[src/rtl/sprite_compositor_pkg.sv]
// Shared constants and helpers for the sprite compositor and its motion unit.
package sprite_compositor_pkg;

    localparam int SPRITE_SIZE = 16;
    localparam int SPRITE_BITS = 4;
    localparam int COORD_W     = 10;

    // Colour bit positions within a 3-bit {R,G,B} word
    localparam int RGB_R = 2;
    localparam int RGB_G = 1;
    localparam int RGB_B = 0;

    // Motion direction encoding, one per axis
    localparam logic [0:0] DIR_INC = 1'b0;
    localparam logic [0:0] DIR_DEC = 1'b1;

    typedef struct packed {
        logic r;
        logic g;
        logic b;
    } rgb_t;

    // Limit a requested coordinate to the largest legal sprite edge
    function automatic logic [COORD_W-1:0] clamp_coord(
        input logic [COORD_W-1:0] v,
        input logic [COORD_W-1:0] lim
    );
        return (v > lim) ? lim : v;
    endfunction

endpackage

[src/rtl/sprite_motion.sv]
// Per-axis sprite position: bounces between 0 and ACTIVE-16 once per frame
// tick, or commits a pending loaded position instead of moving.
module sprite_motion
    import sprite_compositor_pkg::*;
#(
    parameter int ACTIVE = 640,
    parameter int SPEED  = 1,
    parameter int INIT   = 100
) (
    input  logic               clk,
    input  logic               reset,
    input  logic               i_tick,
    input  logic               i_move_en,
    input  logic               i_load,
    input  logic [COORD_W-1:0] i_load_val,
    output logic [COORD_W-1:0] o_pos,
    output logic [0:0]         o_dir
);

    localparam logic [COORD_W-1:0] MAX_POS = COORD_W'(ACTIVE - SPRITE_SIZE);
    localparam logic [COORD_W-1:0] STEP    = COORD_W'(SPEED);
    localparam logic [COORD_W-1:0] INIT_C  = COORD_W'(INIT);

    logic [COORD_W-1:0] r_pos;
    logic [0:0]         r_dir;
    logic               r_pend;
    logic [COORD_W-1:0] r_pend_val;

    logic [COORD_W:0]   w_sum;
    logic [COORD_W-1:0] w_next_pos;
    logic [0:0]         w_next_dir;

    // Extra bit on the sum keeps the upper-bound compare free of wrap
    assign w_sum = {1'b0, r_pos} + {1'b0, STEP};

    // Next position/direction if motion is applied at this tick
    always_comb begin
        w_next_pos = r_pos;
        w_next_dir = r_dir;
        case (r_dir)
            DIR_INC: begin
                if (w_sum >= {1'b0, MAX_POS}) begin
                    w_next_pos = MAX_POS;
                    w_next_dir = DIR_DEC;
                end else begin
                    w_next_pos = w_sum[COORD_W-1:0];
                end
            end
            default: begin
                if (r_pos <= STEP) begin
                    w_next_pos = '0;
                    w_next_dir = DIR_INC;
                end else begin
                    w_next_pos = r_pos - STEP;
                end
            end
        endcase
    end

    // Position/direction update at the frame tick, plus pending-load capture;
    // a load on the tick cycle wins over clearing pend so it survives to the next tick
    always_ff @(posedge clk or posedge reset) begin
        if (reset) begin
            r_pos      <= INIT_C;
            r_dir      <= DIR_INC;
            r_pend     <= 1'b0;
            r_pend_val <= '0;
        end else begin
            if (i_tick) begin
                if (r_pend) begin
                    r_pos <= r_pend_val;
                end else if (i_move_en) begin
                    r_pos <= w_next_pos;
                    r_dir <= w_next_dir;
                end
            end
            if (i_load) begin
                r_pend     <= 1'b1;
                r_pend_val <= clamp_coord(i_load_val, MAX_POS);
            end else if (i_tick) begin
                r_pend <= 1'b0;
            end
        end
    end

    assign o_pos = r_pos;
    assign o_dir = r_dir;

endmodule

[src/rtl/sprite_compositor.sv]
// Two-stage pixel pipeline: beam -> sprite line/column, then lookup result
// blended over the background. Sprite position owned by two motion units.
module sprite_compositor
    import sprite_compositor_pkg::*;
#(
    parameter int H_ACTIVE = 640,
    parameter int V_ACTIVE = 480,
    parameter int SPEED    = 1,
    parameter int X_INIT   = 100,
    parameter int Y_INIT   = 100
) (
    input  logic                   clk,
    input  logic                   reset,
    input  logic [COORD_W-1:0]     hpos,
    input  logic [COORD_W-1:0]     vpos,
    input  logic                   display_on,
    input  logic [2:0]             bg_rgb,
    input  logic                   move_en,
    input  logic                   load_pos,
    input  logic [COORD_W-1:0]     load_x,
    input  logic [COORD_W-1:0]     load_y,
    output logic [SPRITE_BITS-1:0] sprite_line,
    output logic [SPRITE_BITS-1:0] sprite_column,
    input  logic                   sprite_r,
    input  logic                   sprite_g,
    input  logic                   sprite_b,
    input  logic                   sprite_a,
    output logic [2:0]             rgb_out,
    output logic [COORD_W-1:0]     sprite_x,
    output logic [COORD_W-1:0]     sprite_y
);

    localparam logic [COORD_W-1:0] V_TICK = COORD_W'(V_ACTIVE);
    localparam logic [COORD_W-1:0] SIZE_C = COORD_W'(SPRITE_SIZE);

    logic               w_tick;
    logic [COORD_W-1:0] w_dx;
    logic [COORD_W-1:0] w_dy;
    logic               w_in_box;
    logic [0:0]         w_dir_x;
    logic [0:0]         w_dir_y;
    rgb_t               w_sprite_rgb;

    logic               r_valid1;
    logic               r_in_box;
    logic               r_disp_d;
    rgb_t               r_bg_d;

    assign w_tick = (hpos == '0) && (vpos == V_TICK);

    // Unsigned wrap makes beam positions left of / above the sprite fall out of the box
    assign w_dx     = hpos - sprite_x;
    assign w_dy     = vpos - sprite_y;
    assign w_in_box = (w_dx < SIZE_C) && (w_dy < SIZE_C);

    assign w_sprite_rgb = '{r: sprite_r, g: sprite_g, b: sprite_b};

    sprite_motion #(
        .ACTIVE (H_ACTIVE),
        .SPEED  (SPEED),
        .INIT   (X_INIT)
    ) u_motion_x (
        .clk        (clk),
        .reset      (reset),
        .i_tick     (w_tick),
        .i_move_en  (move_en),
        .i_load     (load_pos),
        .i_load_val (load_x),
        .o_pos      (sprite_x),
        .o_dir      (w_dir_x)
    );

    sprite_motion #(
        .ACTIVE (V_ACTIVE),
        .SPEED  (SPEED),
        .INIT   (Y_INIT)
    ) u_motion_y (
        .clk        (clk),
        .reset      (reset),
        .i_tick     (w_tick),
        .i_move_en  (move_en),
        .i_load     (load_pos),
        .i_load_val (load_y),
        .o_pos      (sprite_y),
        .o_dir      (w_dir_y)
    );

    // Stage 1: lookup address and in-box flag, with beam attributes delayed alongside
    always_ff @(posedge clk or posedge reset) begin
        if (reset) begin
            r_valid1      <= 1'b0;
            r_in_box      <= 1'b0;
            r_disp_d      <= 1'b0;
            r_bg_d        <= '0;
            sprite_line   <= '0;
            sprite_column <= '0;
        end else begin
            r_valid1      <= 1'b1;
            r_in_box      <= w_in_box;
            r_disp_d      <= display_on;
            r_bg_d        <= bg_rgb;
            sprite_line   <= w_dy[SPRITE_BITS-1:0];
            sprite_column <= w_dx[SPRITE_BITS-1:0];
        end
    end

    // Stage 2: opaque sprite pixels win over background; blank outside active area
    always_ff @(posedge clk or posedge reset) begin
        if (reset) begin
            rgb_out <= '0;
        end else if (r_valid1 && r_disp_d) begin
            if (r_in_box && sprite_a) begin
                rgb_out <= w_sprite_rgb;
            end else begin
                rgb_out <= r_bg_d;
            end
        end else begin
            rgb_out <= '0;
        end
    end

endmodule

[config.mk]
export PLATFORM = sky130hd
export DESIGN_NAME = sprite_compositor
export DESIGN_NICKNAME = d
export VERILOG_FILES = /design/src/rtl/sprite_compositor_pkg.sv /design/src/rtl/sprite_motion.sv /design/src/rtl/sprite_compositor.sv
export SDC_FILE = /design/constraint.sdc
export NUM_CORES = 1
export LEC_CHECK = 0
export BUFFER_PORTS_ARGS = -buffer_cell sky130_fd_sc_hd__buf_2
export CELL_PAD_IN_SITES_DETAIL_PLACEMENT = 0
export CELL_PAD_IN_SITES_GLOBAL_PLACEMENT = 1
export CORE_UTILIZATION = 42
export DETAILED_ROUTE_END_ITERATION = 8
export PLACE_DENSITY = 0.79
export SLEW_MARGIN = 10
export SYNTH_ARGS = -nofsm -noshare
export SYNTH_HDL_FRONTEND = slang
export SYNTH_SLANG_ARGS = --single-unit
[constraint.sdc]
create_clock -name clk -period 2.8 [get_ports clk]
set_clock_uncertainty 0.2 [all_clocks]
set_input_delay 0.14 -clock clk [delete_from_list [all_inputs] [get_ports clk]]
set_output_delay 0.14 -clock clk [all_outputs]
set_load 0.01 [all_outputs]
==> results of run 1 <==
-- kinds of logic (layout without fill, tap and decap cells) --
group | after synthesis | count (layout) | synth area share
adders and majority gates | 26 | 26 | 0.07483
DFF | 60 | 60 | 0.3318
AOI/OAI and AO/OA | 159 | 159 | 0.2231
buffers and inverters | 73 | 215 | 0.06905
other | 1 | 1 | 0.0008245
xor gates and xnor gates | 34 | 34 | 0.06547
muxes | 6 | 6 | 0.01430
and+or+nand+nor | 186 | 186 | 0.2206
-- worst paths after layout --
kind / start / endpoint / slack [ns]
max: u_motion_y.o_pos[0] / r_in_box / 0.16
min: hpos[2] / sprite_column[2] / 0.01
max reg2reg: u_motion_y.o_pos[0] / r_in_box / 0.16
min reg2reg: u_motion_x.r_pend_val[6] / u_motion_x.r_pend_val[6] / 0.32
max in group asynchronous: reset / u_motion_x.o_pos[6] / 1.52
min in group asynchronous: reset / rgb_out[0] / 0.19
-- flip-flops by register name, indices dropped and copies added, names as in the netlist, 3 cells and up --
name / cells
sprite_line: 4
u_motion_x.r_pend_val: 10
u_motion_y.r_pend_val: 10
r_bg_d: 3
sprite_column: 4
rgb_out: 3
u_motion_x.o_pos: 10
u_motion_y.o_pos: 10
-- layout by cell type (no fill, tap or decap), drive strengths merged, types with 5 or more instances in the layout --
cell and count:
a31oi 6, o21a 5, nor2 37, xnor2 30, nand2b 6, o22ai 8
dfrtp 54, a21oi 46, buf 106, clkbuf 12, dlygate4sd3 47, nor4 14
ha 24, inv 45, dfstp 6, o21ai 39, or4 7, nor2b 7
a21o 5, nor3 16, and3 6, a21boi 6, nand2 44, o211ai 6
nand3 20, nand4 9
-- report_power, final --
group / total [uW] / internal, uW / switching [uW]
combinational: 289 / 145 / 144
clock: 901 / 525 / 375
sequential: 924 / 905 / 18.7
total: 2110 / 1580 / 538
-- critical path, delay by kind of cell (launching register included) --
family	cells	cell delay, ns
AOI/OAI and AO/OA	4	0.74
adders and majority gates	2	0.63
buffers and inverters	1	0.06
DFF	1	0.55
and+or+nand+nor	2	0.36
-- layout make-up --
class                      count  area (um^2)  area share
inverter                      46        172.7     0.02935
clock inverter                 4        72.57     0.01234
timing repair buffer         153         1074      0.1825
multi-input combinational    412         2740      0.4658
clock buffer                  12        145.1     0.02467
sequential                    60         1509      0.2565
tap                          136        170.2     0.02892
-- metrics by stage --
step,util,instances,cell area (um^2)
6_report,0.5648,823,5883
5_1_grt,0.5648,823,5883
4_1_cts,0.5634,823,5868
3_5_place_dp,0.4973,760,5180
3_3_place_gp,0.4973,760,5180
2_1_floorplan,-,545,4548
-- layer usage --
| layer | part of all wire | wire (um) | global-route usage |
|---|---|---|---|
| met1 | 0.46 | 6383 | 0.3462 |
| met2 | 0.45 | 6208 | 0.4141 |
| met3 | 0.072 | 1005 | 0.04292 |
| met4 | 0.023 | 316 | 0.09226 |
| met5 | 0 | 0 | 0 |
-- timing repair --
item	4_1_cts	5_1_grt
hold buffers	47	0
gates resized for setup	0	3
setup endpoints to repair	0	9
endpoints found under the hold margin	52	0
==> results.cfg, run 1 <==
[outcome]
status = complete, no violations

[yosys]
syn_inst = 545
mappedNetlistArea_um2 = 4548
post_synth_main_area_contributors = dfrtp_1 30%, ha_1 6.6%, xnor2_1 5.8%, a21oi_1 5.1%, o21ai_0 3.7%
synth_async_sr_flop_share = 1.000
syn_avg_cell_area_um2 = 8.345
synth_area_leader_cell = dfrtp_1
yosys_warnings = 0
yosysSeqAreaShare = 0.3318
synth_edf_count = 0
syn_nets = 623
synth_common_cells = 54 x dfrtp_1, 46 x a21oi_1, 45 x inv_1
synth.ff_latch_count = 60
postSynth.topFlopCell = dfrtp_1
post-synth-top-area-fraction = 0.2971
yosys.cell_types.count = 74
yosys.cell_count.top_type = dfrtp_1

[clock_network]
cts_tree = done
clock-sinks = 60
post-cts-setup-buffers = 0
clock_path_buffers = 2
insertion_delay_ns = 0.36
htree_levels = 3
clock-root-buffer = clkbuf_8
cts.reportedPaths.clkPinSlew_ns = 0.09
cts_made_buffers = 9

[critical_path]
critPathMaxFanout = 10
data_arrival_time_of_the_critical_path_ns = 2.68
crit_path_top_delay_cell = dfrtp_1
rr_worst_depth = 9
worst_setup_path_start_kind = register
criticalPathCategory = reg2reg
critical_path_cell_by_cell = ha_1, inv_1, fa_1, a21o_1, a21oi_1, nor2b_1, o211ai_1, o2111ai_1, nor4_1
cp.required_ns = 2.85
crit_path_max_incr_delay_ns = 0.55
end_kind = register

[detailed_routing]
firstDrtPassIters = 5
routedWlPerCell_um = 16.91
routed-via-count = 4657
drt.antenna.violating_nets = 0
postRouteWirelength_mm = 13.91
detail_route.drc_violations = 0
detail_route.iter0.violations = 447
post_drt_via_cell_ratio = 5.659

[final_layout]
diodes = 0
final.fill_count = 978
layout-drive-gt1-share = 0.2213
num-nets-final = 760
area_growth_syn_to_layout_pct = 29.35

[floorplanning]
die_footprint_um2 = 11250
initial_core_util = 0.4366
core.rowCount = 37
top_level_ports = 83
fp.coreArea_um2 = 10420
floorplan.die.height_um = 106.1
fp.dieW_um = 106.1

[place]
gp_congestion = 0.9662
preCtsSetupSlack_ns = 0.1745
post-dp-hpwl_mm = 10.15
io_buffer_count = 82

[sta]
setup_slack_ns = 0.1650
fin_setup_tns_ns = 0
tightestPinTransition_ns = 0.5930
final_max_slew_viol_count = 0
max_freq_mhz = 379.5
finalHoldViolations = 0
timing.slew.headroom = 0.6041
setup_viol = 0
min_clock_period_post_route_ns = 2.635
share_of_the_clock_period_used_by_the_worst_path = 0.9411
rsz0062_at_grt = no
worst_hold_slack_ns = 0.009526

[global_routing]
grt_overflow = 0
grt.total_usage = 0.2567
grt_first_pass_wirelength_mm = 22.55
antenna_found_initial = 0
number_of_global_route_vias_before_repair = 4528
largest_net_degree_at_the_start_of_global_routing = 38

[hold_path]
hold_depth = 3
worstHoldPathType = in2reg

[power_and_ir_drop]
power_density_nw_per_um2 = 359.3
power.total_uw = 2114
peakVddDrop_mv = 0.2602
total_leakage_power_uw = 0.002520

[flow_run]
maxCapViolations = 0
Note: power is estimated with default switching activity, not from simulation.
==> run 2: changes to the inputs <==
Settings changed: MAX_ROUTING_LAYER set to met4.
==> run 2 against run 1 <==
Wire length grew 1.7%; global-route usage grew 1.8 points; clock power shrank 2%; hold slack gained 0.0091 ns; maximum frequency shrank 1.1%; sequential power is essentially flat; sequential share of layout area shrank 0.11 points; sequential cell count is the same; largest cell class unchanged; first-iteration DRC count shrank 29%.
==> results.cfg, run 2 (synthesis gave the netlist of run 1 again) <==
[power_and_ir_drop]
peakVddDrop_mv = 0.4139
total_leakage_power_uw = 0.002537
power_density_nw_per_um2 = 355.0
power.total_uw = 2098

[final_layout]
num-nets-final = 764
layout-drive-gt1-share = 0.2258
diodes = 0
final_cell_mix = 82 x buf_2, 54 x dfrtp_1, 49 x dlygate4sd3_1, 46 x a21oi_1
final_common_cell = buf_2
area_growth_syn_to_layout_pct = 29.93

[global_routing]
grt_first_pass_wirelength_mm = 23.16
antenna_found_initial = 0
grt_overflow = 0
largest_net_degree_at_the_start_of_global_routing = 46
grt.total_usage = 0.2745
number_of_global_route_vias_before_repair = 4461

[detailed_routing]
routedWlPerCell_um = 17.11
detail_route.iter0.violations = 318
routed-via-count = 4611
postRouteWirelength_mm = 14.15
firstDrtPassIters = 5
detail_route.drc_violations = 0
post_drt_via_cell_ratio = 5.576
drt.antenna.violating_nets = 0

[sta]
final_max_slew_viol_count = 0
setup_slack_ns = 0.1368
max_freq_mhz = 375.5
share_of_the_clock_period_used_by_the_worst_path = 0.9511
rsz0062_at_grt = no
timing.slew.headroom = 0.5912
finalHoldViolations = 0
min_clock_period_post_route_ns = 2.663
tightestPinTransition_ns = 0.6132
fin_setup_tns_ns = 0
setup_viol = 0

[critical_path]
criticalPathCategory = reg2reg
timing.reg2reg.setup_slack_ns = 0.14
cp.required_ns = 2.85
r2r-end = r_in_box
data_arrival_time_of_the_critical_path_ns = 2.71
timing.rr.start = u_motion_y.o_pos[1]
end_kind = register
critPathMaxFanout = 9
rr_worst_depth = 8
worst_setup_path_start_kind = register
critPathLaunch = u_motion_y.o_pos[1]

[clock_network]
clock-root-buffer = clkbuf_8
clock-sinks = 60
htree_levels = 3
cts.reportedPaths.clkPinSlew_ns = 0.08
cts_tree = done
clock_path_buffers = 2
insertion_delay_ns = 0.35
cts_made_buffers = 9

[place]
io_buffer_count = 82
preCtsSetupSlack_ns = 0.1581
gp_congestion = 1.057
post-dp-hpwl_mm = 10.44

[floorplanning]
core.rowCount = 37
top_level_ports = 83
die_footprint_um2 = 11250
initial_core_util = 0.4366
fp.coreArea_um2 = 10420
floorplan.die.height_um = 106.1
fp.dieW_um = 106.1

[outcome]
status = complete, no violations

[hold_path]
worstHoldPathType = in2reg
hold_depth = 2
holdCritStartpoint = load_pos
worst_hold_path.endpoint = u_motion_y.r_pend_val[9]

[flow_run]
maxCapViolations = 0
==> run 2: cell count changes in the layout (fill, tap and decap cells not counted) <==
| cell | delta |
|---|---|
| clkbuf_8 | -1 |
| o21ai_1 | +2 |
| dlygate4sd3_1 | +2 |
| buf_12 | -1 |
| clkbuf_1 | -2 |
| o21ai_0 | -1 |
| ha_1 | -1 |
| o21ai_2 | -1 |
| inv_6 | +1 |
| ha_2 | +1 |
| clkinv_4 | +2 |
| buf_4 | +3 |
==> run 2: timing repair <==
item,CTS,global route
endpoints found under the setup margin,0,11
setup buffers,0,0
endpoints found under the hold margin,49,0
hold buffers,49,0
gates resized for setup,0,4
==> run 2: worst max-delay path by stage <==
stage                                     to  slack, ns
detailed placement                  r_in_box       0.16
CTS                 u_motion_y.r_pend_val[3]        0.1
floorplan                           r_in_box       0.24
global route                        r_in_box       0.02
global placement                    r_in_box       0.20
finish                              r_in_box       0.14
==> run 2: per-layer routing <==
layer,track usage,wire length [um],part of all wire
met2,0.4328,6534,0.46
met5,-,0,0
met3,0.04782,778,0.055
met1,0.3614,6569,0.46
met4,0.08234,266,0.019
==> run 2: per-stage QoR <==
stage / hold slack (ns) / std cells / util / cell area (um^2)
finish: 0.01862 / 827 / 0.5673 / 5909
global route: 0.05054 / 827 / 0.5673 / 5909
CTS: 0.006397 / 827 / 0.5660 / 5896
detailed placement: -0.06183 / 762 / 0.4975 / 5182
global placement: -0.07018 / 762 / 0.4975 / 5182
floorplan: -0.02857 / 545 / - / 4548
==> run 2: area by class of cell <==
class                   instances  area, um^2
well taps                     136       170.2
clock inverters                 7       98.84
flip-flops and latches         60        1509
multi-input cells             412        2739
inverters                      46       172.7
repair buffers                157        1096
clock buffers                   9       123.9
fillers                       979        4507
==> run 2: report_power, final <==
part	switching, uW	internal, uW	leakage, uW
sequential	16.5	905	0.000714
combinational	145	145	0.00171
clock	382	505	0.000110
==> run 2: critical path, stage by stage, from the launching register on <==
cell and delay, ns:
dfrtp_1 0.52, inv_1 0.21, fa_1 0.46, a21o_1 0.19, a21oi_1 0.24, nor2b_1 0.10
o211ai_1 0.17, o2111ai_1 0.18, nor4_1 0.29
